**config.mk**
```make
export PLATFORM = sky130hd
export DESIGN_NAME = ballot_controller_flat
export DESIGN_NICKNAME = d
export VERILOG_FILES = /design/src/rtl/ballot_controller_if.sv /design/src/rtl/ballot_controller.sv /design/src/flat_wrapper.sv
export SDC_FILE = /design/constraint.sdc
export NUM_CORES = 1
export LEC_CHECK = 0
export ABC_AREA = 1
export CORE_UTILIZATION = 35
export CTS_BUF_LIST = sky130_fd_sc_hd__clkbuf_4 sky130_fd_sc_hd__clkbuf_8
export DETAILED_ROUTE_END_ITERATION = 8
export PLACE_DENSITY_LB_ADDON = 0.1
export SETUP_SLACK_MARGIN = 0.15
export SYNTH_ARGS = -nofsm -noshare
export SYNTH_HDL_FRONTEND = slang
export SYNTH_SLANG_ARGS = --single-unit
```
**constraint.sdc**
```tcl
create_clock -name clk -period 4.6 [get_ports clk]
set_input_delay 1.15 -clock clk [delete_from_list [all_inputs] [get_ports clk]]
set_output_delay 1.15 -clock clk [all_outputs]
set_load 0.03 [all_outputs]
```
**src/rtl/ballot_controller_if.sv**
```systemverilog
// Bus between the ballot sequencer, the officer/button front end and the tally registers.
// vote_inc is a one-cycle strobe with no back-pressure: the tally side must accept it the cycle it is high.
interface ballot_controller_if #(
  parameter int N_CAND = 4,
  parameter int CNT_W  = 8
);
  logic                    arm;
  logic                    mode;
  logic [N_CAND-1:0]       vote_req;
  logic [N_CAND*CNT_W-1:0] cnt_flat;
  logic [N_CAND-1:0]       vote_inc;
  logic                    armed;
  logic                    err;
  logic                    timeout;
  logic [15:0]             ballots;
  logic [7:0]              led;
  logic [2:0]              state_dbg;

  modport master (
    output arm, mode, vote_req, cnt_flat,
    input  vote_inc, armed, err, timeout, ballots, led, state_dbg
  );

  modport slave (
    input  arm, mode, vote_req, cnt_flat,
    output vote_inc, armed, err, timeout, ballots, led, state_dbg
  );
endinterface

```
**src/rtl/ballot_controller.sv**
```systemverilog
// Voter-session sequencer: arm, accept exactly one fresh button press, strobe the tally,
// flash the LED, or show a selected tally in result mode.
module ballot_controller #(
  parameter int N_CAND      = 4,
  parameter int CNT_W       = 8,
  parameter int HOLD_CYCLES = 10,
  parameter int ARM_TIMEOUT = 1000
) (
  input logic               clk,
  input logic               reset,
  ballot_controller_if.slave bus
);
  localparam int SEL_W = (N_CAND > 1) ? $clog2(N_CAND) : 1;
  localparam int TMR_W = $clog2(ARM_TIMEOUT + 1);
  localparam int HLD_W = $clog2(HOLD_CYCLES + 1);

  typedef enum logic [2:0] {S_IDLE, S_ARMED, S_COMMIT, S_HOLD, S_SHOW} state_t;

  state_t            state;
  logic [N_CAND-1:0] req_q;
  logic [N_CAND-1:0] rise;
  logic [SEL_W-1:0]  sel;
  logic [SEL_W-1:0]  rise_idx;
  logic [SEL_W-1:0]  low_idx;
  logic [CNT_W-1:0]  rise_tally;
  logic [CNT_W-1:0]  show_tally;
  logic [TMR_W-1:0]  arm_tmr;
  logic [HLD_W-1:0]  hold_cnt;
  logic [CNT_W+7:0]  show_wide;

  assign bus.state_dbg = state;

  always_comb begin
    rise     = bus.vote_req & ~req_q;
    rise_idx = '0;
    low_idx  = sel;
    for (int i = 0; i < N_CAND; i++) begin
      if (rise[i]) rise_idx = SEL_W'(i);
    end
    // Scan downward so the lowest held button wins; nothing held keeps the old selection.
    for (int i = N_CAND - 1; i >= 0; i--) begin
      if (bus.vote_req[i]) low_idx = SEL_W'(i);
    end
    rise_tally = bus.cnt_flat[int'(rise_idx)*CNT_W +: CNT_W];
    show_tally = bus.cnt_flat[int'(low_idx)*CNT_W +: CNT_W];
    show_wide  = {8'h00, show_tally};
  end

  always_ff @(posedge clk or negedge reset) begin
    if (!reset) begin
      state        <= S_IDLE;
      req_q        <= '0;
      sel          <= '0;
      arm_tmr      <= '0;
      hold_cnt     <= '0;
      bus.vote_inc <= '0;
      bus.armed    <= 1'b0;
      bus.err      <= 1'b0;
      bus.timeout  <= 1'b0;
      bus.ballots  <= '0;
      bus.led      <= '0;
    end else begin
      req_q        <= bus.vote_req;
      bus.vote_inc <= '0;
      bus.err      <= 1'b0;
      bus.timeout  <= 1'b0;
      case (state)
        S_IDLE: begin
          bus.led <= '0;
          if (bus.mode) begin
            state <= S_SHOW;
          end else if (bus.arm) begin
            state     <= S_ARMED;
            bus.armed <= 1'b1;
            arm_tmr   <= '0;
          end
        end
        S_ARMED: begin
          // Timer saturates so a spoiled press on the last cycle still lets the next quiet cycle expire.
          if (arm_tmr != TMR_W'(ARM_TIMEOUT - 1)) arm_tmr <= arm_tmr + TMR_W'(1);
          if ($countones(rise) == 1) begin
            if (&rise_tally) begin
              bus.err <= 1'b1;
            end else begin
              state        <= S_COMMIT;
              bus.armed    <= 1'b0;
              sel          <= rise_idx;
              bus.vote_inc <= rise;
            end
          end else if ($countones(rise) > 1) begin
            bus.err <= 1'b1;
          end else if (arm_tmr == TMR_W'(ARM_TIMEOUT - 1)) begin
            state       <= S_IDLE;
            bus.armed   <= 1'b0;
            bus.timeout <= 1'b1;
          end
        end
        S_COMMIT: begin
          bus.ballots <= bus.ballots + 16'd1;
          bus.led     <= 8'hFF;
          hold_cnt    <= '0;
          state       <= S_HOLD;
        end
        S_HOLD: begin
          if (hold_cnt == HLD_W'(HOLD_CYCLES - 1)) begin
            state   <= S_IDLE;
            bus.led <= '0;
          end else begin
            hold_cnt <= hold_cnt + HLD_W'(1);
          end
        end
        S_SHOW: begin
          if (!bus.mode) begin
            state   <= S_IDLE;
            bus.led <= '0;
          end else begin
            sel     <= low_idx;
            bus.led <= show_wide[7:0];
          end
        end
        default: state <= S_IDLE;
      endcase
    end
  end
endmodule

```
**src/flat_wrapper.sv**
```systemverilog
// flat-port wrapper written by rule: the top's interface ports become plain ports
module ballot_controller_flat 
#(
  parameter int N_CAND      = 4,
  parameter int CNT_W       = 8,
  parameter int HOLD_CYCLES = 10,
  parameter int ARM_TIMEOUT = 1000
)
  (clk, reset, bus_arm, bus_mode, bus_vote_req, bus_cnt_flat, bus_vote_inc, bus_armed, bus_err, bus_timeout, bus_ballots, bus_led, bus_state_dbg);
  ballot_controller_if #(.N_CAND(N_CAND), .CNT_W(CNT_W)) bus_i ();
  input logic clk;
  input logic reset;
  input wire logic [$bits(bus_i.arm)-1:0] bus_arm;
  input wire logic [$bits(bus_i.mode)-1:0] bus_mode;
  input wire logic [$bits(bus_i.vote_req)-1:0] bus_vote_req;
  input wire logic [$bits(bus_i.cnt_flat)-1:0] bus_cnt_flat;
  output wire logic [$bits(bus_i.vote_inc)-1:0] bus_vote_inc;
  output wire logic [$bits(bus_i.armed)-1:0] bus_armed;
  output wire logic [$bits(bus_i.err)-1:0] bus_err;
  output wire logic [$bits(bus_i.timeout)-1:0] bus_timeout;
  output wire logic [$bits(bus_i.ballots)-1:0] bus_ballots;
  output wire logic [$bits(bus_i.led)-1:0] bus_led;
  output wire logic [$bits(bus_i.state_dbg)-1:0] bus_state_dbg;
  assign bus_i.arm = bus_arm;
  assign bus_i.mode = bus_mode;
  assign bus_i.vote_req = bus_vote_req;
  assign bus_i.cnt_flat = bus_cnt_flat;
  assign bus_vote_inc = bus_i.vote_inc;
  assign bus_armed = bus_i.armed;
  assign bus_err = bus_i.err;
  assign bus_timeout = bus_i.timeout;
  assign bus_ballots = bus_i.ballots;
  assign bus_led = bus_i.led;
  assign bus_state_dbg = bus_i.state_dbg;
  ballot_controller #(.N_CAND(N_CAND), .CNT_W(CNT_W), .HOLD_CYCLES(HOLD_CYCLES), .ARM_TIMEOUT(ARM_TIMEOUT)) u_core (.clk(clk), .reset(reset), .bus(bus_i));
endmodule
```
==> summary.txt <==
Logic synthesis
  • Top post-synthesis cells by area: dfrtp_1 43%, nand2_1 15%, nand3_1 8.4%
  • Post-Syn Area per Cell: 7.744 um^2
  • Cell Area, Synth: 0.003152 mm^2
  • Mux contribution to synthesized area: 0%
  • Synth Area in Compound Gates: 6.074%
  • Ys Warns: 0
  • Syn Nets: 456
  • Number of synthesized flops with an enable pin: 0
  • Seq cells post-synth: 54
  • XOR/XNOR Fraction of Synth Area: 5.280%
  • Most used flip-flop cell after synthesis: dfrtp_1
  • Sequential-to-total area share from yosys stat: 42.87%
  • Post-synth ARST share: 100.0%
  • Cells after Synth: 407
  • Simple-Gate Fraction of Synth Area: 35.69%
  • Synth unique cells: 38
  • Synth area leader: dfrtp_1
  • Synth Area in Adders: 3.811%
  • Main combinational cell family by area after synthesis: simple AND/OR/NAND/NOR gates
  • Synth top area share: 42.87%

Routing
  • Vias: 2848
  • Pre-Repair DR Iteration Count: 4
  • Detailed-route DRC error count: 0
  • WL/cell: 12.97 um
  • DRT antenna net count: 0
  • Drt initial violations: 57
  • Via density: 4.803
  • Final wirelength: 7689 um

Placed design
  • Post-DP HPWL: 6041 um
  • GP Congestion: 0.8295
  • I/O Buffers: 73

Floorplanning
  • Initial Util: 36.14%
  • Top Ports: 74
  • Site row count: 34
  • Die X: 96.90 um
  • Area of the core: 0.008721 mm^2
  • DIE HEIGHT: 96.90 um
  • Total die area: 0.009389 mm^2

Pwr
  • Pwr Density: 410.6 mW/mm^2
  • Worst-case vdd ir drop: 0.0003162 V
  • Leak: 1.963 nW

Timing
  • Worst-margin pin slew: 633.7 ps
  • FMAX: 282.4 MHz
  • Total negative setup slack: 0 ps
  • Final hold slack: 431.5 ps
  • Slew headroom: 57.75%
  • Slew Viols, Final: 0
  • Clock period minus worst slack: 3541 ps
  • Final setup vio count: 0
  • Fin Clk Skew: 15.37 ps
  • RSZ-0062 raised after global routing: no
  • Final Hold Viols: 0
  • Tcrit/Tclk final: 76.98%

Clocking
  • CTS sink count: 54
  • Worst-skew pair later-pin latency: 310 ps
  • CTS resizes: 0
  • Num CTS Buffers: 5
  • H-tree levels: 2
  • Hold Buf Count CTS: 0
  • Root Driver: clkbuf_8
  • Reg clk slew, reported paths: 100 ps
  • CTS max path bufs: 2
  • Postcts setup bufs: 0
  • CTS tree: yes

Layout
  • Nets: 533
  • Area grow syn2layout: 30.45%
  • Post-layout util: 47.14%
  • Share of post-route cells with drive strength above 1: 7.423%
  • Antenna cells: 0

Critical path
  • Crit path arrival time: 3760 ps
  • CP endpoint kind: flip-flop
  • Startpoint Class: input port
  • RR Startpoint: u_core.req_q[1]$_DFF_PN0_
  • R2r endpoint: u_core.bus.vote_inc[1]$_DFF_PN0_
  • R2R cell count: 9
  • WP data required: 4820 ps
  • Critical Path Fanout Max: 4
  • Critical Path Start: bus_vote_req[1]
  • Setup CP Type: input port to flip-flop
  • Reg2Reg Setup Slack: 2110 ps

Global routing
  • Number of global-route vias before repair: 2791
  • GRT Overall Usage: 17.06%
  • Initial antenna violation count: 0
  • Overflow after GRT: 0
  • First-pass GRT wire length: 13070 um
  • Largest net degree at the start of global routing: 29

Min path
  • Hold depth: 1
  • Hold Crit Class: flip-flop to flip-flop
  • Min-Delay Endpoint: u_core.bus.vote_inc[0]$_DFF_PN0_
  • HP Start: u_core.req_q[0]$_DFF_PN0_

Status
  • Outcome: complete, no violations

Job
  • Max cap viols: 0
[worst max-delay path by stage]
stage	depth (start not counted)	endpoint	slack [ps]
after global placement	12	u_core.bus.state_dbg[1]$_DFFE_PN0P_	840
after floorplan	11	u_core.bus.state_dbg[1]$_DFFE_PN0P_	1550
after detailed placement	12	u_core.bus.state_dbg[1]$_DFFE_PN0P_	730
final	11	u_core.bus.vote_inc[1]$_DFF_PN0_	1060
after CTS	11	u_core.bus.vote_inc[1]$_DFF_PN0_	1070
after global routing	11	u_core.bus.vote_inc[1]$_DFF_PN0_	780
[cells in the final DEF, fill, tap and decap left out, types with 2 or more instances in the layout]
cell	n
o21ai_0	7
nor3_1	10
nor3_2	2
nor2_2	4
o211ai_1	3
nor2_4	2
nor4_1	3
nand2_1	125
dfrtp_1	54
o21ai_1	8
ha_1	8
xnor2_1	6
clkbuf_8	5
nand2_2	4
a21oi_1	7
nor2_1	30
inv_2	4
nand3_1	53
nand4_1	4
xor2_1	13
inv_1	39
clkdlybuf4s50_1	72
buf_4	2
or2_2	2
[layer usage]
layer,part of all wire (%),up-vias,GRT usage (%)
met1,50,1321,23.13
met3,3.0,10,2.962
li1,-,1466,-
met2,46,51,27.90
met5,0,-,0
met4,1.5,0,4.937
[kinds of logic after synthesis]
family / count (synthesis)
buf+inv: 49
flops: 54
xor+xnor: 19
fa+ha+maj: 9
simple gates: 245
compound gates: 31
[through the flow]
stage	total power [mW]	worst slack [ps]	cells	instance area, um^2
global placement	1.367	839.7	585	3998
global route	1.814	780.5	593	4111
CTS	1.707	1072	593	4111
floorplan	1.118	1550	407	3152
detailed placement	1.374	733.0	585	3998
finish	1.688	1059	593	4111
[where the power goes]
part | leakage [nW] | internal, mW | total, mW | switching, mW
clock network | 0.0548 | 0.169 | 0.327 | 0.158
registers | 0.721 | 0.563 | 0.658 | 0.0955
logic | 1.19 | 0.261 | 0.703 | 0.442
[registers in the layout, indices dropped and copies added, names as in the netlist, 2 cells and up]
signal,count
u_core.bus.ballots,16
u_core.arm_tmr,10
u_core.bus.led,8
u_core.bus.vote_inc,4
u_core.hold_cnt,4
u_core.req_q,4
u_core.bus.state_dbg,3
u_core.sel,2
[cell usage after synthesis, types with 2 or more instances]
master and number:
nand2_1 125, nand4_1 4, o211ai_1 3, inv_2 4, a21oi_1 7, nor2_4 2
o21ai_0 7, nor4_1 3, or2_2 2, ha_1 8, nor2_1 30, buf_2 3
inv_1 39, nor2_2 4, nand3_1 53, nand2_2 4, xnor2_1 6, dfrtp_1 54
xor2_1 13, o21ai_1 8, nor3_2 2, nor3_1 10
[critical path, stage by stage]
cell	delay (ps)
clkdlybuf4s50_1	530
inv_1	100
nor2_1	190
ha_1	270
ha_1	210
fa_1	440
nor2_1	230
nand2_1	160
nor2_2	160
inv_2	80
nor4_1	240
[area by class of cell]
cell class                 instances  area, um^2
multi-input combinational        304        1603
clock inverter                     2       37.54
inverter                          44       167.7
sequential                        54        1351
clock buffer                       6       76.32
timing repair buffer              75       740.7
fill                             883        4609
tap                              108       135.1
No activity file was read; power rests on OpenSTA's default activity.
